**src/rtl/rom_loader_pkg.sv**
```systemverilog
// Shared widths and loader state encodings; the fetch-side ROM uses the same WORD_W/ADDR_W.
package rom_loader_pkg;
  localparam int WORD_W   = 37;
  localparam int ADDR_W   = 8;
  localparam int BYTES_PW = 5;
  // Number of meaningful bits in the last byte of a word; the rest must be zero.
  localparam int TOP_BITS = WORD_W - 8 * (BYTES_PW - 1);
  localparam int IDX_W    = $clog2(BYTES_PW);

  typedef enum logic [2:0] {
    ST_COUNT,
    ST_DATA,
    ST_CHECK,
    ST_DONE,
    ST_ERR
  } state_t;
endpackage

```
**src/rtl/rom_loader_if.sv**
```systemverilog
// Byte stream in, instruction RAM write port out, plus loader status.
interface rom_loader_if;
  logic                              start;
  logic [7:0]                        in_data;
  logic                              in_valid;
  logic                              in_ready;
  logic                              mem_we;
  logic [rom_loader_pkg::ADDR_W-1:0] mem_addr;
  logic [rom_loader_pkg::WORD_W-1:0] mem_din;
  logic                              cpu_hold;
  logic                              done;
  logic                              err;

  modport master (
    output start, in_data, in_valid,
    input  in_ready, mem_we, mem_addr, mem_din, cpu_hold, done, err
  );
  modport slave (
    input  start, in_data, in_valid,
    output in_ready, mem_we, mem_addr, mem_din, cpu_hold, done, err
  );
endinterface

```
**src/rtl/rom_loader_word_packer.sv**
```systemverilog
// Assembles BYTES_PW little-endian bytes into one word; word_ready flags the final byte.
module word_packer
  import rom_loader_pkg::*;
(
    input  logic              clk,
    input  logic              rst_n,
    input  logic              clr,
    input  logic              push,
    input  logic [7:0]        din,
    output logic              word_ready,
    output logic [WORD_W-1:0] word
);
    logic [IDX_W-1:0]            idx;
    logic [8*(BYTES_PW-1)-1:0]   sh;

    // The last byte is used straight off the input so the write can be registered on the same edge.
    assign word_ready = push && (idx == IDX_W'(BYTES_PW - 1));
    assign word       = {din[TOP_BITS-1:0], sh};

    always_ff @(posedge clk) begin
        if (!rst_n || clr) begin
            idx <= '0;
            sh  <= '0;
        end else if (push) begin
            sh  <= {din, sh[8*(BYTES_PW-1)-1:8]};
            idx <= word_ready ? '0 : idx + IDX_W'(1);
        end
    end
endmodule

```
**src/rtl/rom_loader.sv**
```systemverilog
// Run-time instruction RAM loader: [N][N*5 bytes][chk] frame -> one write per word, CPU held until done.
// Optional checksum byte enabled by defining ROM_LOADER_CHECKSUM_EN.
module rom_loader
  import rom_loader_pkg::*;
(
    input  logic         clk,
    input  logic         rst_n,
    rom_loader_if.slave  bus
);
    state_t              state;
    logic                in_ready, mem_we, cpu_hold, done, err;
    logic [ADDR_W-1:0]   mem_addr;
    logic [WORD_W-1:0]   mem_din;
    logic [8:0]          remaining;
    logic                xfer, word_ready;
    logic [WORD_W-1:0]   word;
`ifdef ROM_LOADER_CHECKSUM_EN
    logic [7:0]          chk;
`endif

    assign xfer = bus.in_valid && in_ready;

    word_packer u_packer (
        .clk        (clk),
        .rst_n      (rst_n),
        .clr        (state == ST_COUNT),
        .push       (xfer && state == ST_DATA),
        .din        (bus.in_data),
        .word_ready (word_ready),
        .word       (word)
    );

    always_ff @(posedge clk) begin
        if (!rst_n) begin
            state     <= ST_COUNT;
            in_ready  <= 1'b0;
            mem_we    <= 1'b0;
            mem_addr  <= '0;
            mem_din   <= '0;
            cpu_hold  <= 1'b1;
            done      <= 1'b0;
            err       <= 1'b0;
            remaining <= '0;
`ifdef ROM_LOADER_CHECKSUM_EN
            chk       <= '0;
`endif
        end else begin
            mem_we <= 1'b0;
            if (mem_we) mem_addr <= mem_addr + ADDR_W'(1);
            case (state)
                ST_COUNT: begin
                    in_ready <= 1'b1;
                    if (xfer) begin
                        remaining <= (bus.in_data == 8'd0) ? 9'd256 : {1'b0, bus.in_data};
                        mem_addr  <= '0;
                        state     <= ST_DATA;
`ifdef ROM_LOADER_CHECKSUM_EN
                        chk       <= '0;
`endif
                    end
                end
                ST_DATA: if (xfer) begin
`ifdef ROM_LOADER_CHECKSUM_EN
                    chk <= chk ^ bus.in_data;
`endif
                    if (word_ready) begin
                        if (|bus.in_data[7:TOP_BITS]) begin
                            state    <= ST_ERR;
                            in_ready <= 1'b0;
                        end else begin
                            mem_we    <= 1'b1;
                            mem_din   <= word;
                            remaining <= remaining - 9'd1;
                            if (remaining == 9'd1) begin
`ifdef ROM_LOADER_CHECKSUM_EN
                                state    <= ST_CHECK;
`else
                                state    <= ST_DONE;
                                in_ready <= 1'b0;
`endif
                            end
                        end
                    end
                end
`ifdef ROM_LOADER_CHECKSUM_EN
                ST_CHECK: if (xfer) begin
                    in_ready <= 1'b0;
                    state    <= (bus.in_data == chk) ? ST_DONE : ST_ERR;
                end
`endif
                ST_DONE: begin
                    // Status is set one cycle after entry so done trails the final write.
                    done     <= 1'b1;
                    cpu_hold <= 1'b0;
                    in_ready <= 1'b0;
                    if (bus.start) begin
                        state    <= ST_COUNT;
                        done     <= 1'b0;
                        cpu_hold <= 1'b1;
                        mem_addr <= '0;
                        in_ready <= 1'b1;
                    end
                end
                ST_ERR: begin
                    err      <= 1'b1;
                    cpu_hold <= 1'b1;
                    in_ready <= 1'b0;
                    if (bus.start) begin
                        state    <= ST_COUNT;
                        err      <= 1'b0;
                        mem_addr <= '0;
                        in_ready <= 1'b1;
                    end
                end
                default: state <= ST_COUNT;
            endcase
        end
    end

    assign bus.in_ready = in_ready;
    assign bus.mem_we   = mem_we;
    assign bus.mem_addr = mem_addr;
    assign bus.mem_din  = mem_din;
    assign bus.cpu_hold = cpu_hold;
    assign bus.done     = done;
    assign bus.err      = err;
endmodule
```
**src/flat_wrapper.sv**
```systemverilog
// flat-port wrapper written by rule: the top's interface ports become plain ports
module rom_loader_flat import rom_loader_pkg::*;
  (clk, rst_n, bus_start, bus_in_data, bus_in_valid, bus_in_ready, bus_mem_we, bus_mem_addr, bus_mem_din, bus_cpu_hold, bus_done, bus_err);
  rom_loader_if bus_i ();
  input  logic clk;
  input  logic rst_n;
  input wire logic [$bits(bus_i.start)-1:0] bus_start;
  input wire logic [$bits(bus_i.in_data)-1:0] bus_in_data;
  input wire logic [$bits(bus_i.in_valid)-1:0] bus_in_valid;
  output wire logic [$bits(bus_i.in_ready)-1:0] bus_in_ready;
  output wire logic [$bits(bus_i.mem_we)-1:0] bus_mem_we;
  output wire logic [$bits(bus_i.mem_addr)-1:0] bus_mem_addr;
  output wire logic [$bits(bus_i.mem_din)-1:0] bus_mem_din;
  output wire logic [$bits(bus_i.cpu_hold)-1:0] bus_cpu_hold;
  output wire logic [$bits(bus_i.done)-1:0] bus_done;
  output wire logic [$bits(bus_i.err)-1:0] bus_err;
  assign bus_i.start = bus_start;
  assign bus_i.in_data = bus_in_data;
  assign bus_i.in_valid = bus_in_valid;
  assign bus_in_ready = bus_i.in_ready;
  assign bus_mem_we = bus_i.mem_we;
  assign bus_mem_addr = bus_i.mem_addr;
  assign bus_mem_din = bus_i.mem_din;
  assign bus_cpu_hold = bus_i.cpu_hold;
  assign bus_done = bus_i.done;
  assign bus_err = bus_i.err;
  rom_loader u_core (.clk(clk), .rst_n(rst_n), .bus(bus_i));
endmodule
```
**config.mk**
```make
export PLATFORM = sky130hd
export DESIGN_NAME = rom_loader_flat
export DESIGN_NICKNAME = d
export VERILOG_FILES = /design/src/rtl/rom_loader_pkg.sv /design/src/rtl/rom_loader_if.sv /design/src/rtl/rom_loader_word_packer.sv /design/src/rtl/rom_loader.sv /design/src/flat_wrapper.sv
export SDC_FILE = /design/constraint.sdc
export NUM_CORES = 1
export LEC_CHECK = 0
export CAP_MARGIN = 20
export CORE_MARGIN = 8
export CORE_UTILIZATION = 54
export CTS_BUF_LIST = sky130_fd_sc_hd__clkbuf_2
export DETAILED_ROUTE_END_ITERATION = 10
export GPL_TIMING_DRIVEN = 0
export PLACE_DENSITY = 0.85
export SYNTH_ARGS = -nofsm -noshare
export SYNTH_HDL_FRONTEND = slang
export SYNTH_HIERARCHICAL = 1
export SYNTH_SLANG_ARGS = --single-unit
```
**constraint.sdc**
```tcl
create_clock -name clk -period 4.73 [get_ports clk]
set_clock_uncertainty 0.05 [all_clocks]
set_input_delay 0.946 -clock clk [delete_from_list [all_inputs] [get_ports clk]]
set_output_delay 0.946 -clock clk [all_outputs]
set_load 0.01 [all_outputs]
```
==> results.py <==
metrics = {
    "worst_hold_path": {
        "min_to": "u_core/bus.mem_din[4]",
        "min_delay_path_depth": 2,
        "worstHoldStart": "u_core/u_packer/sh[4]",
        "hold_path_class": "reg -> reg",
    },
    "layout": {
        "area_delta_synth_final_pct": 20.4,
        "layout-drive-gt1-share_pct": 10.5,
        "design_area_sq_um": 4910,
        "utilization_pct": 67.3,
        "fin_nets": 545,
    },
    "timing": {
        "fmax_ghz": 0.272,
        "rsz0062_at_grt": "false",
        "tightest_slew_ns": 0.646,
        "finalCritPeriodShare_pct": 77.6,
        "max_slew_margin_pct": 56.5,
        "finalCriticalPeriod_ns": 3.67,
        "setup_viol": 0,
        "setup-tns-final_ns": 0,
        "hold_ws_ns": 0.402,
        "drv_slew": 0,
        "finalHoldViolations": 0,
    },
    "cts": {
        "root_buffer": "clkbuf_2",
        "cts_resized": 0,
        "cts_tree": "built",
        "clock_sinks": 97,
        "htreeDepth": 3,
        "clk_pin_slew_ns": 0.26,
        "holdBufCountCts": 0,
        "cts_buffers": 9,
        "clk_latency_ns": 0.56,
        "post_cts_buffers": 0,
        "cts_buffer_depth": 2,
    },
    "routing": {
        "dr.pass1.iters": 4,
        "drc": 0,
        "wl_microns": 9720,
        "viasPerCell": 5.43,
        "drtAntennaViolNets": 0,
        "drt_iter0_markers": 174,
        "routedWlPerCell_microns": 15.4,
        "num_vias": 3436,
    },
    "placed_design": {
        "gp_congestion": 0.864,
        "place.port_buffers": 61,
        "post_dp_cell_area_sq_um": 4810,
        "place_hpwl_microns": 7120,
    },
    "yosys": {
        "synth_nets": 473,
        "yosysSeqAreaShare_pct": 47.6,
        "synth-async-reset-ratio_pct": 0,
        "ys_warn_count": 6,
        "synth_seq_cells": 97,
        "yosysUniqueCellTypes": 59,
        "syn_inst": 456,
        "synth_area_sq_um": 4080,
        "syn_area_per_cell_sq_um": 8.94,
        "synth_flop_cell": "dfxtp_1",
        "synth_edf_count": 0,
    },
    "pwr": {
        "pwr_density_cell_nw_per_um2": 329,
        "leakage_nw": 1.65,
        "vdd_drop_max_uv": 175,
    },
    "floorplanning": {
        "die_w_microns": 103,
        "initial_core_util_pct": 55.9,
        "die_h_microns": 103,
        "dieArea_sq_um": 10600,
        "num_rows": 31,
        "core_sq_um": 7290,
        "num_io_pins": 62,
    },
    "worst_setup_path": {
        "cp_top_family": "simple AND/OR/NAND/NOR gates",
        "cp_max_fo": 10,
        "setup.worst_path.end_class": "flop",
        "critPathMaxStageDelay_ns": 0.54,
        "cpMaxStageDelayCell": "a2111o_1",
        "rrSetupSlack_ns": 1.06,
        "crit_buf_inv": 4,
        "rr_endpoint": "u_core/remaining[6]",
        "cp.arrival_ns": 4.08,
        "reg2reg_from": "u_core/state[1]",
        "cp.required_ns": 5.14,
        "r2r_cells": 11,
        "path_cells": "or3b_2, buf_4, clkbuf_1, nor2_1, buf_6, and3_2, or4b_1, a2111o_1, buf_6, o211ai_1, o21ai_1",
        "path_common_cell": "buf_6",
        "worstSetupStartpointType": "flop",
        "setup.worst_path.class": "reg -> reg",
    },
    "status": {
        "status": "finished, final reports clean",
    },
    "flow_run": {
        "cap_viol_max_count": 0,
    },
    "grt": {
        "grt_use_met1_pct": 22.6,
        "grt_use_met2_pct": 30.9,
        "grt_antenna_before_repair": 1,
        "grt_use_total_pct": 18.7,
        "grt_max_degree": 17,
        "grt.busiest_layer": "met2",
        "grt_pass1_vias": 3209,
        "grt_pass1_wl_microns": 15400,
        "use_met3_pct": 3.17,
        "grt-ovfl-total": 0,
    },
}
==> Yosys cell counts (4+ instances only) <==
master	count	area (sq um)
nand3_1	4	20.0
o21ai_1	4	20.0
mux2i_1	35	350
clkbuf_1	9	33.8
a21oi_1	49	245
dfxtp_1	97	1940
inv_1	4	15.0
nor4_1	4	25.0
buf_2	10	50.1
nor2_1	57	214
nand4_1	4	25.0
buf_6	5	56.3
ha_1	5	62.6
xor2_1	7	61.3
nand2_1	91	342
o211ai_1	5	37.5
buf_4	7	52.6
and3_1	5	31.3
==> layout make-up <==
type | count | area [sq um]
fill | 637 | 2390
sequential | 97 | 1940
multi-input combinational | 320 | 1860
timing repair buffer | 61 | 611
buffer | 34 | 253
tap | 99 | 124
clock buffer | 10 | 50.0
clock inverter | 6 | 42.5
inverter | 5 | 18.8
antenna | 1 | 2.50
==> worst max path at each step <==
stage	startpoint	end	slack, ns	depth (start not counted)
2_1_floorplan	u_core/state[1]	u_core/remaining[0]	1.48	10
3_3_place_gp	bus_in_valid	u_core/remaining[6]	0.94	10
3_5_place_dp	bus_in_valid	u_core/remaining[6]	0.90	10
4_1_cts	u_core/state[1]	u_core/remaining[8]	1.08	11
5_1_grt	u_core/state[1]	u_core/remaining[6]	0.90	11
6_report	u_core/state[1]	u_core/remaining[6]	1.06	11
==> kinds of logic (layout without fill, tap and decap cells) <==
family                   count (synthesis)  in the layout  synth area share [%]
multiplexers                            35             35                  8.59
other                                    0              1                     0
flip-flops                              97             97                  47.6
XOR/XNOR                                 8              8                  1.72
AO/OA/AOI/OAI                           84             84                  13.1
AND/OR/NAND/NOR                        188            188                  20.8
adder cells (fa/ha/maj)                  5              5                  1.53
buffers and inverters                   39            116                  6.66
==> report_power, final <==
group / internal (W) / switching, W
Combinational: 0.000162 / 0.000218
Clock: 0.0000728 / 0.000279
Sequential: 0.000850 / 0.0000351
Total: 0.00108 / 0.000532
==> layout by cell type (no fill, tap or decap), types with 3 or more instances in the layout <==
master	Yosys	layout
nor2_1	57	57
nand4_1	4	4
o21ai_1	4	4
buf_6	5	5
buf_4	7	7
nand2_1	91	91
mux2i_1	35	35
xor2_1	7	7
nor3_1	3	3
ha_1	5	5
clkbuf_2	0	10
nor4_1	4	4
o211ai_1	5	5
buf_12	3	3
clkdlybuf4s50_1	0	61
dfxtp_1	97	97
clkbuf_1	9	9
a31oi_1	3	3
nand3_1	4	4
buf_2	10	10
a21oi_1	49	49
inv_1	4	4
and3_1	5	5
==> tightest hold or removal path, delay by kind of cell (launching register included) <==
family	cells	cell delay, ns
and+or+nand+nor	1	0.05
DFF	1	0.37
AOI/OAI and AO/OA	1	0.05
==> flip-flops by register name, indices dropped and copies added, names as in the netlist, 3 cells and up <==
register / count
u_core/bus.mem_addr: 8
u_core/bus.mem_din: 37
u_core/remaining: 9
u_core/state: 3
u_core/u_packer/idx: 3
u_core/u_packer/sh: 32
==> metrics by stage <==
step           total power [W]  std cells  worst slack (ns)
3_5_place_dp           0.00127        616             0.902
3_3_place_gp           0.00127        616             0.945
5_1_grt                0.00170        633             0.904
2_1_floorplan          0.00118        456              1.48
6_report               0.00162        633              1.06
4_1_cts                0.00162        632              1.08
==> per-layer routing <==
metal / up-vias / routed length (microns)
met1: 1619 / 4190
met2: 99 / 4770
li1: 1702 / -
met4: 0 / 167
met3: 16 / 590
met5: - / 0
(Power assumes the default switching activity.)
